`src/rtl/sram_bist_pkg.sv`:
```
// Shared types and the March C- element table for the SRAM BIST engine.
package sram_bist_pkg;

    // One memory operation: read or write of the all-zeros / all-ones word.
    typedef enum logic [1:0] {OP_R0, OP_W0, OP_R1, OP_W1} march_op_e;

    // Controller FSM states.
    typedef enum logic [1:0] {IDLE, RUN, DRAIN, DONE} bist_state_e;

    // One march element: index, address direction and up to two ops per address.
    typedef struct packed {
        logic [2:0] idx;
        logic       up;
        logic [1:0] nops;
        march_op_e  op0;
        march_op_e  op1;
    } march_elem_t;

    localparam int NUM_ELEM = 6;

    // March C-: up(w0) up(r0,w1) up(r1,w0) down(r0,w1) down(r1,w0) up(r0)
    localparam march_elem_t MARCH_TBL [NUM_ELEM] = '{
        '{idx: 3'd0, up: 1'b1, nops: 2'd1, op0: OP_W0, op1: OP_W0},
        '{idx: 3'd1, up: 1'b1, nops: 2'd2, op0: OP_R0, op1: OP_W1},
        '{idx: 3'd2, up: 1'b1, nops: 2'd2, op0: OP_R1, op1: OP_W0},
        '{idx: 3'd3, up: 1'b0, nops: 2'd2, op0: OP_R0, op1: OP_W1},
        '{idx: 3'd4, up: 1'b0, nops: 2'd2, op0: OP_R1, op1: OP_W0},
        '{idx: 3'd5, up: 1'b1, nops: 2'd1, op0: OP_R0, op1: OP_R0}
    };

    function automatic logic elem_up(input logic [2:0] e);
        return MARCH_TBL[e].up;
    endfunction

    function automatic logic elem_dual(input logic [2:0] e);
        return MARCH_TBL[e].nops == 2'd2;
    endfunction

    function automatic march_op_e elem_op(input logic [2:0] e, input logic step);
        return step ? MARCH_TBL[e].op1 : MARCH_TBL[e].op0;
    endfunction

    function automatic logic op_is_rd(input march_op_e op);
        return (op == OP_R0) || (op == OP_R1);
    endfunction

    // Data pattern of an op: 1 means the all-ones word.
    function automatic logic op_pat(input march_op_e op);
        return (op == OP_R1) || (op == OP_W1);
    endfunction

endpackage

```
`src/rtl/sram_march_bist_ctrl_if.sv`:
```
// Control/status and SRAM BIST-port bundle of the March C- engine.
interface sram_march_bist_ctrl_if #(
    parameter int ADDR_W = 11,
    parameter int DATA_W = 64,
    parameter int ERR_W  = 16
);
    logic              start_i;
    logic              busy_o;
    logic              done_o;
    logic              pass_o;
    logic [ADDR_W-1:0] fail_addr_o;
    logic [2:0]        fail_elem_o;
    logic [ERR_W-1:0]  err_cnt_o;
    logic              bist_en_o;
    logic              bist_men_o;
    logic              bist_wen_o;
    logic              bist_ren_o;
    logic [ADDR_W-1:0] bist_addr_o;
    logic [DATA_W-1:0] bist_din_o;
    logic [DATA_W-1:0] bist_bm_o;
    logic [DATA_W-1:0] bist_dout_i;

    // BIST engine side
    modport master (
        input  start_i, bist_dout_i,
        output busy_o, done_o, pass_o, fail_addr_o, fail_elem_o, err_cnt_o,
               bist_en_o, bist_men_o, bist_wen_o, bist_ren_o,
               bist_addr_o, bist_din_o, bist_bm_o
    );

    // Test controller / SRAM macro side
    modport slave (
        output start_i, bist_dout_i,
        input  busy_o, done_o, pass_o, fail_addr_o, fail_elem_o, err_cnt_o,
               bist_en_o, bist_men_o, bist_wen_o, bist_ren_o,
               bist_addr_o, bist_din_o, bist_bm_o
    );
endinterface

```
`src/rtl/sram_bist_cmp.sv`:
```
// Read-data checker: aligns expected data with the 1-cycle SRAM read latency,
// counts miscompares (saturating) and captures the first failing address/element.
module sram_bist_cmp #(
    parameter int ADDR_W = 11,
    parameter int DATA_W = 64,
    parameter int ERR_W  = 16
) (
    input  logic              clk_i,
    input  logic              rst_i,
    input  logic              clr,
    input  logic              fin,
    input  logic              rd_vld,
    input  logic [DATA_W-1:0] rd_exp,
    input  logic [ADDR_W-1:0] rd_addr,
    input  logic [2:0]        rd_elem,
    input  logic [DATA_W-1:0] dout,
    output logic              pass,
    output logic [ADDR_W-1:0] fail_addr,
    output logic [2:0]        fail_elem,
    output logic [ERR_W-1:0]  err_cnt
);

    logic              vld_p0;
    logic [DATA_W-1:0] exp_p0;
    logic [ADDR_W-1:0] addr_p0;
    logic [2:0]        elem_p0;
    logic              miscmp;
    logic [ERR_W-1:0]  err_q;
    logic [ERR_W-1:0]  err_d;
    logic              pass_q;
    logic [ADDR_W-1:0] fail_addr_q;
    logic [2:0]        fail_elem_q;

    function automatic logic [ERR_W-1:0] sat_inc(input logic [ERR_W-1:0] v);
        return (&v) ? v : v + ERR_W'(1);
    endfunction

    // Stage p0: read is captured by the macro at this edge; DOUT follows next cycle.
    always_ff @(posedge clk_i or posedge rst_i) begin
        if (rst_i) vld_p0 <= 1'b0;
        else       vld_p0 <= rd_vld & ~clr;
    end

    // Stage p0 data companions of vld_p0.
    always_ff @(posedge clk_i) begin
        exp_p0  <= rd_exp;
        addr_p0 <= rd_addr;
        elem_p0 <= rd_elem;
    end

    assign miscmp = vld_p0 && (dout != exp_p0);

    always_comb begin
        err_d = err_q;
        if (clr)         err_d = '0;
        else if (miscmp) err_d = sat_inc(err_q);
    end

    // Stage p1: error count, first-fail capture and pass flag at end of test.
    always_ff @(posedge clk_i or posedge rst_i) begin
        if (rst_i) begin
            err_q       <= '0;
            fail_addr_q <= '0;
            fail_elem_q <= '0;
            pass_q      <= 1'b0;
        end else begin
            err_q <= err_d;
            if (clr) begin
                fail_addr_q <= '0;
                fail_elem_q <= '0;
            end else if (miscmp && (err_q == '0)) begin
                fail_addr_q <= addr_p0;
                fail_elem_q <= elem_p0;
            end
            if (clr)      pass_q <= 1'b0;
            else if (fin) pass_q <= (err_d == '0);
        end
    end

    assign pass      = pass_q;
    assign fail_addr = fail_addr_q;
    assign fail_elem = fail_elem_q;
    assign err_cnt   = err_q;

endmodule

```
`src/rtl/sram_march_bist_ctrl.sv`:
```
// March C- BIST engine driving the BIST port of a single-port SRAM macro.
// One op per cycle, all bus outputs registered; the final read is checked in DRAIN.
module sram_march_bist_ctrl
    import sram_bist_pkg::*;
#(
    parameter int ADDR_W = 11,
    parameter int DATA_W = 64,
    parameter int DEPTH  = 2048,
    parameter int ERR_W  = 16
) (
    input  logic                    clk_i,
    input  logic                    rst_i,
    sram_march_bist_ctrl_if.master  bus
);

    localparam logic [ADDR_W-1:0] LAST_ADDR = ADDR_W'(DEPTH - 1);

    bist_state_e       state_q, state_d;
    logic [2:0]        elem_q, elem_d, elem_inc;
    logic              step_q, step_d;
    logic [ADDR_W-1:0] addr_q, addr_d;
    logic              issue;
    logic              start_ok;
    logic              busy_d;
    march_op_e         op_d;
    logic              rd_d;
    logic              pat_d;

    logic              busy_q, done_q, en_q;
    logic              men_q, wen_q, ren_q;
    logic [ADDR_W-1:0] addr_out_q;
    logic [DATA_W-1:0] din_q, bm_q, exp_q;
    logic [2:0]        elem_out_q;
    logic              fin;
    logic              cmp_pass;
    logic [ADDR_W-1:0] cmp_fail_addr;
    logic [2:0]        cmp_fail_elem;
    logic [ERR_W-1:0]  cmp_err_cnt;

    function automatic logic [ADDR_W-1:0] first_addr(input logic [2:0] e);
        return elem_up(e) ? '0 : LAST_ADDR;
    endfunction

    function automatic logic [ADDR_W-1:0] final_addr(input logic [2:0] e);
        return elem_up(e) ? LAST_ADDR : '0;
    endfunction

    assign elem_inc = elem_q + 3'd1;

    // Next-state and sequencer: picks the op to present in the next cycle.
    always_comb begin
        state_d  = state_q;
        elem_d   = elem_q;
        step_d   = step_q;
        addr_d   = addr_q;
        issue    = 1'b0;
        start_ok = 1'b0;
        unique case (state_q)
            IDLE, DONE: begin
                if (bus.start_i) begin
                    start_ok = 1'b1;
                    state_d  = RUN;
                    elem_d   = '0;
                    step_d   = 1'b0;
                    addr_d   = '0;
                    issue    = 1'b1;
                end
            end
            RUN: begin
                if (!step_q && elem_dual(elem_q)) begin
                    step_d = 1'b1;
                    issue  = 1'b1;
                end else begin
                    step_d = 1'b0;
                    if (addr_q != final_addr(elem_q)) begin
                        addr_d = elem_up(elem_q) ? addr_q + ADDR_W'(1) : addr_q - ADDR_W'(1);
                        issue  = 1'b1;
                    end else if (elem_q == 3'(NUM_ELEM - 1)) begin
                        state_d = DRAIN;
                    end else begin
                        elem_d = elem_inc;
                        addr_d = first_addr(elem_inc);
                        issue  = 1'b1;
                    end
                end
            end
            DRAIN: state_d = DONE;
        endcase
    end

    assign op_d   = elem_op(elem_d, step_d);
    assign rd_d   = op_is_rd(op_d);
    assign pat_d  = op_pat(op_d);
    assign busy_d = (state_d == RUN) || (state_d == DRAIN);
    assign fin    = (state_q == DRAIN);

    // FSM and sequencer state.
    always_ff @(posedge clk_i or posedge rst_i) begin
        if (rst_i) begin
            state_q <= IDLE;
            elem_q  <= '0;
            step_q  <= 1'b0;
            addr_q  <= '0;
        end else begin
            state_q <= state_d;
            elem_q  <= elem_d;
            step_q  <= step_d;
            addr_q  <= addr_d;
        end
    end

    // Registered BIST port command; idle bus when no op is issued.
    always_ff @(posedge clk_i or posedge rst_i) begin
        if (rst_i) begin
            men_q      <= 1'b0;
            wen_q      <= 1'b0;
            ren_q      <= 1'b0;
            addr_out_q <= '0;
            din_q      <= '0;
        end else if (issue) begin
            men_q      <= 1'b1;
            wen_q      <= !rd_d;
            ren_q      <= rd_d;
            addr_out_q <= addr_d;
            din_q      <= (!rd_d && pat_d) ? {DATA_W{1'b1}} : {DATA_W{1'b0}};
        end else begin
            men_q      <= 1'b0;
            wen_q      <= 1'b0;
            ren_q      <= 1'b0;
            addr_out_q <= '0;
            din_q      <= '0;
        end
    end

    // Expected read word and element travel with the registered command.
    always_ff @(posedge clk_i) begin
        if (issue) begin
            exp_q      <= pat_d ? {DATA_W{1'b1}} : {DATA_W{1'b0}};
            elem_out_q <= elem_d;
        end
    end

    // Status and port-select flags.
    always_ff @(posedge clk_i or posedge rst_i) begin
        if (rst_i) begin
            busy_q <= 1'b0;
            en_q   <= 1'b0;
            done_q <= 1'b0;
            bm_q   <= '0;
        end else begin
            busy_q <= busy_d;
            en_q   <= busy_d;
            done_q <= (state_d == DONE);
            bm_q   <= busy_d ? {DATA_W{1'b1}} : {DATA_W{1'b0}};
        end
    end

    sram_bist_cmp #(
        .ADDR_W (ADDR_W),
        .DATA_W (DATA_W),
        .ERR_W  (ERR_W)
    ) u_cmp (
        .clk_i     (clk_i),
        .rst_i     (rst_i),
        .clr       (start_ok),
        .fin       (fin),
        .rd_vld    (ren_q),
        .rd_exp    (exp_q),
        .rd_addr   (addr_out_q),
        .rd_elem   (elem_out_q),
        .dout      (bus.bist_dout_i),
        .pass      (cmp_pass),
        .fail_addr (cmp_fail_addr),
        .fail_elem (cmp_fail_elem),
        .err_cnt   (cmp_err_cnt)
    );

    assign bus.busy_o      = busy_q;
    assign bus.done_o      = done_q;
    assign bus.pass_o      = cmp_pass;
    assign bus.fail_addr_o = cmp_fail_addr;
    assign bus.fail_elem_o = cmp_fail_elem;
    assign bus.err_cnt_o   = cmp_err_cnt;
    assign bus.bist_en_o   = en_q;
    assign bus.bist_men_o  = men_q;
    assign bus.bist_wen_o  = wen_q;
    assign bus.bist_ren_o  = ren_q;
    assign bus.bist_addr_o = addr_out_q;
    assign bus.bist_din_o  = din_q;
    assign bus.bist_bm_o   = bm_q;

endmodule
```
`src/flat_wrapper.sv`:
```
// flat-port wrapper written by rule: the top's interface ports become plain ports
module sram_march_bist_ctrl_flat import sram_bist_pkg::*;
#(
    parameter int ADDR_W = 11,
    parameter int DATA_W = 64,
    parameter int DEPTH  = 2048,
    parameter int ERR_W  = 16
)
  (clk_i, rst_i, bus_start_i, bus_bist_dout_i, bus_busy_o, bus_done_o, bus_pass_o, bus_fail_addr_o, bus_fail_elem_o, bus_err_cnt_o, bus_bist_en_o, bus_bist_men_o, bus_bist_wen_o, bus_bist_ren_o, bus_bist_addr_o, bus_bist_din_o, bus_bist_bm_o);
  sram_march_bist_ctrl_if #(.ADDR_W(ADDR_W), .DATA_W(DATA_W), .ERR_W(ERR_W)) bus_i ();
  input  logic clk_i;
  input  logic rst_i;
  input wire logic [$bits(bus_i.start_i)-1:0] bus_start_i;
  input wire logic [$bits(bus_i.bist_dout_i)-1:0] bus_bist_dout_i;
  output wire logic [$bits(bus_i.busy_o)-1:0] bus_busy_o;
  output wire logic [$bits(bus_i.done_o)-1:0] bus_done_o;
  output wire logic [$bits(bus_i.pass_o)-1:0] bus_pass_o;
  output wire logic [$bits(bus_i.fail_addr_o)-1:0] bus_fail_addr_o;
  output wire logic [$bits(bus_i.fail_elem_o)-1:0] bus_fail_elem_o;
  output wire logic [$bits(bus_i.err_cnt_o)-1:0] bus_err_cnt_o;
  output wire logic [$bits(bus_i.bist_en_o)-1:0] bus_bist_en_o;
  output wire logic [$bits(bus_i.bist_men_o)-1:0] bus_bist_men_o;
  output wire logic [$bits(bus_i.bist_wen_o)-1:0] bus_bist_wen_o;
  output wire logic [$bits(bus_i.bist_ren_o)-1:0] bus_bist_ren_o;
  output wire logic [$bits(bus_i.bist_addr_o)-1:0] bus_bist_addr_o;
  output wire logic [$bits(bus_i.bist_din_o)-1:0] bus_bist_din_o;
  output wire logic [$bits(bus_i.bist_bm_o)-1:0] bus_bist_bm_o;
  assign bus_i.start_i = bus_start_i;
  assign bus_i.bist_dout_i = bus_bist_dout_i;
  assign bus_busy_o = bus_i.busy_o;
  assign bus_done_o = bus_i.done_o;
  assign bus_pass_o = bus_i.pass_o;
  assign bus_fail_addr_o = bus_i.fail_addr_o;
  assign bus_fail_elem_o = bus_i.fail_elem_o;
  assign bus_err_cnt_o = bus_i.err_cnt_o;
  assign bus_bist_en_o = bus_i.bist_en_o;
  assign bus_bist_men_o = bus_i.bist_men_o;
  assign bus_bist_wen_o = bus_i.bist_wen_o;
  assign bus_bist_ren_o = bus_i.bist_ren_o;
  assign bus_bist_addr_o = bus_i.bist_addr_o;
  assign bus_bist_din_o = bus_i.bist_din_o;
  assign bus_bist_bm_o = bus_i.bist_bm_o;
  sram_march_bist_ctrl #(.ADDR_W(ADDR_W), .DATA_W(DATA_W), .DEPTH(DEPTH), .ERR_W(ERR_W)) u_core (.clk_i(clk_i), .rst_i(rst_i), .bus(bus_i));
endmodule
```
`config.mk`:
```
export PLATFORM = sky130hd
export DESIGN_NAME = sram_march_bist_ctrl_flat
export DESIGN_NICKNAME = d
export VERILOG_FILES = /design/src/rtl/sram_bist_pkg.sv /design/src/rtl/sram_march_bist_ctrl_if.sv /design/src/rtl/sram_bist_cmp.sv /design/src/rtl/sram_march_bist_ctrl.sv /design/src/flat_wrapper.sv
export SDC_FILE = /design/constraint.sdc
export NUM_CORES = 1
export LEC_CHECK = 0
export ABC_CLOCK_PERIOD_IN_PS = 4280
export BUFFER_PORTS_ARGS = -buffer_cell sky130_fd_sc_hd__buf_2
export CAP_MARGIN = 40
export CELL_PAD_IN_SITES_DETAIL_PLACEMENT = 0
export CELL_PAD_IN_SITES_GLOBAL_PLACEMENT = 2
export CORE_MARGIN = 4
export CORE_UTILIZATION = 27
export DETAILED_ROUTE_END_ITERATION = 16
export PLACE_DENSITY = 0.84
export RECOVER_POWER = 25
export SLEW_MARGIN = 20
export SYNTH_ARGS = -nofsm -noshare
export SYNTH_HDL_FRONTEND = slang
export SYNTH_SLANG_ARGS = --single-unit
export TNS_END_PERCENT = 50
```
`constraint.sdc`:
```
create_clock -name clk_i -period 4.28 [get_ports clk_i]
set_clock_uncertainty 0.2 [all_clocks]
set_input_delay 0.214 -clock clk_i [delete_from_list [all_inputs] [get_ports clk_i]]
set_output_delay 0.214 -clock clk_i [all_outputs]
set_load 0.005 [all_outputs]
```
==> reports/results.txt <==
Synth Area in XOR/XNOR -> 2.440%
placed inst area -> 6217 µm²
final setup margin -> 0.6641 ns
GRT Util Overall -> 12.32%
compound-cell area share of the yosys netlist -> 12.84%
worst-margin pin slew -> 1.046 ns
Crit path required time -> 4.29 ns
# H-tree levels -> 3
grt ovf -> 0
nets -> 830
ratio of cells with drive above 1 in the final layout -> 34.35%
DIE AREA -> 23470 µm²
outcome -> finished clean
Fin Setup TNS -> 0 ns
Yosys warning count -> 0
DR vias -> 4607
min-delay worst type -> in2reg
Slew Limit Headroom -> 30.17%
n_diodes -> 0
simple-gate area share of the yosys netlist -> 21.74%
buffer count from post-CTS setup fixing -> 0
Post-Synth Adder-Cell Area -> 2.418%
core footprint -> 20490 µm²
Area Growth Syn to Fin -> 14.55%
fmax -> 276.6 MHz
DRT Pass-1 Iters -> 5
ys async rst share -> 77.65%
final hold vios -> 0
GPL Wtd Cong -> 0.8556
Max Cap Violations -> 0
initial antenna violation count -> 0
DP Worst Slack -> 0.5855 ns
post-layout util -> 31.82%
TritonCTS Buffers -> 9
Reg clk slew, reported paths -> 0.07 ns
Max VDD drop -> 0.0001777 V
drt wl/cell -> 14.46 µm
cell count after synthesis -> 644
Root Driver -> clkbuf_16
Cell Area, Synth -> 5693 µm²
antenna-violating nets left -> 0
number of global-route vias before repair -> 4479
initial DRC count -> 230
TritonCTS Sinks -> 85
Post-synth top flop -> dfrtp_1
Max Buffers Root-to-Sink -> 2
Port Buf Inserts -> 242
Setup Viol. Count Final -> 0
combinational family with the most area after synthesis -> simple AND/OR/NAND/NOR gates
HPWL Detailed -> 11690 µm
Worst-Skew Late Latency -> 0.33 ns
pwr/cell area -> 408.0 nW/µm²
Die Span Y -> 153.2 µm
minimum clock period -> 3.616 ns
io pins -> 243
DRC -> 0
RSZ-0062 raised after global routing -> no
register area share after synthesis -> 36.40%
critical path class -> reg2reg
Setup crit end kind -> flop
final instance area -> 6521 µm²
largest net degree at the start of global routing -> 67
proportion of synthesized area in mux cells -> 4.044%
Post-Syn Nets -> 722
first-pass GRT wire length -> 24140 µm
initial core utilization -> 27.78%
Distinct cells, synth -> 71
Crit path arrival time -> 3.63 ns
total routed wirelength -> 14850 µm
CTS tree -> built
EDFF count, synth -> 4
crit start category -> flop
crit-path max FO -> 8
leakage power -> 0.003255 µW
Mean Syn Cell Area -> 8.840 µm²
Final period util -> 84.48%
FF+latch count, synth -> 85
Slew Limit Fails -> 0
Rows -> 52
Die X -> 153.2 µm
number of vias per cell -> 4.486
synth_stat cells, types with 3 or more instances:
cell type / number / area [µm²]
buf_4: 128 / 960.9
dfrtp_1: 66 / 1652
nor2_1: 55 / 206.5
nand2_1: 45 / 168.9
mux2i_1: 23 / 230.2
nand3_1: 21 / 105.1
inv_1: 20 / 75.07
a21oi_1: 18 / 90.09
o21ai_0: 18 / 90.09
clkbuf_1: 17 / 63.81
nand4_1: 16 / 100.1
nor3_1: 16 / 80.08
dfxtp_1: 15 / 300.3
ha_1: 11 / 137.6
or3_1: 10 / 62.56
or4_1: 10 / 75.07
xnor2_1: 10 / 87.58
and2_1: 9 / 56.30
nor2b_1: 9 / 56.30
nor4_1: 9 / 56.30
a31oi_1: 7 / 43.79
o21a_1: 6 / 45.04
o21ai_1: 6 / 30.03
o22ai_1: 6 / 37.54
or3_2: 6 / 45.04
and3_1: 5 / 31.28
a22o_1: 4 / 35.03
edfxtp_1: 4 / 120.1
xor2_1: 4 / 35.03
a211oi_1: 3 / 22.52
a21o_1: 3 / 22.52
and2_0: 3 / 18.77
and3_2: 3 / 22.52
buf_1: 3 / 11.26
buf_2: 3 / 15.01
nor4_2: 3 / 37.54
o2111ai_1: 3 / 26.28
o211ai_1: 3 / 22.52
o31ai_1: 3 / 22.52
or2_2: 3 / 18.77
timing repair:
| action | 4_1_cts | 5_1_grt |
|---|---|---|
| endpoints found under the setup margin | 0 | 0 |
| endpoints found under the hold margin | 25 | 0 |
| hold buffers | 1 | 0 |
| resized for setup | 0 | 0 |
metrics by stage:
stage	total power, µW	cells	hold slack [ns]
CTS	2722	1026	0.05254
global route	2849	1027	0.09255
detailed placement	1859	1009	0.1162
finish	2661	1027	0.07731
floorplan	1833	644	0.1233
global placement	1872	1009	0.1112
final timing paths:
check / start / end / cells after the start / slack, ns
max in group asynchronous: rst_i / u_core.bus.bist_din_o[62] / 4 / 2.28
worst max register to register: u_core.elem_q[0] / u_core.bus.bist_addr_o[8] / 13 / 0.66
min in group asynchronous: rst_i / u_core.u_cmp.err_cnt[3] / 3 / 0.50
worst min register to register: u_core.elem_out_q[2] / u_core.u_cmp.elem_p0[2] / 0 / 0.14
worst min-delay path: bus_start_i / u_core.state_q[1] / 3 / 0.08
worst max-delay path: u_core.elem_q[0] / u_core.bus.bist_addr_o[8] / 13 / 0.66
area by class of cell:
cell class / instances / area [µm²]
well taps: 270 / 337.8
inverters: 20 / 75.07
repair buffers: 250 / 1235
clock buffers: 11 / 242.7
clock inverters: 5 / 82.58
flip-flops and latches: 85 / 2073
multi-input cells: 386 / 2475
fillers: 2190 / 13970
cell usage in the layout (no fill, tap or decap), drive strengths merged, types with 9 or more instances in the layout:
master,netlist,routed
or4,11,11
a21oi,18,18
dfxtp,15,15
mux2i,23,23
o21ai,24,24
xnor2,11,11
nor4,12,12
dfrtp,66,66
inv,20,22
ha,11,11
nor2b,9,9
clkbuf,17,42
nand4,16,16
nor2,55,55
nor3,16,16
nand3,21,21
nand2,45,45
or3,16,16
and2,13,13
buf,135,218
critical path, stage by stage (launching register included):
cell and delay, ns:
dfrtp_1 0.45, ha_1 0.34, or2_1 0.28, nand2_1 0.13
xnor2_1 0.15, ha_1 0.22, or3_1 0.31, a21oi_1 0.23
a211oi_1 0.08, nor2_1 0.23, o22ai_1 0.11, a221oi_1 0.39
mux2i_1 0.29, a31oi_1 0.11
cells by family after synthesis:
| family | count (synthesis) |
|---|---|
| XOR/XNOR | 15 |
| adder cells (fa/ha/maj) | 11 |
| multiplexers | 23 |
| buffers and inverters | 173 |
| flip-flops | 85 |
| AO/OA/AOI/OAI | 102 |
| AND/OR/NAND/NOR | 235 |
report_power, final:
group          internal [µW]  total [µW]  switching, µW
logic                    361         787            426
registers                898        1030            130
clock network            530         846            316
total                   1790        2660            872
per-layer routing:
layer / share of wire (%) / wire, µm / up-vias / global-route usage (%)
li1: - / - / 2355 / -
met1: 43 / 6416 / 2138 / 15.57
met2: 51 / 7581 / 101 / 21.78
met3: 4.8 / 720 / 13 / 2.234
met4: 0.92 / 136 / 0 / 2.970
met5: 0 / 0 / - / 0
registers in the layout (all words and copies together) (netlist names), 2 cells and up:
register / cells
u_core.bus.bist_addr_o: 11
u_core.u_cmp.addr_p0: 11
u_core.u_cmp.elem_p0: 3
u_core.elem_out_q: 3
u_core.state_q: 2
u_core.u_cmp.fail_elem: 3
u_core.elem_q: 3
u_core.addr_q: 11
u_core.u_cmp.fail_addr: 11
u_core.u_cmp.err_cnt: 16
(Power assumes the default switching activity.)
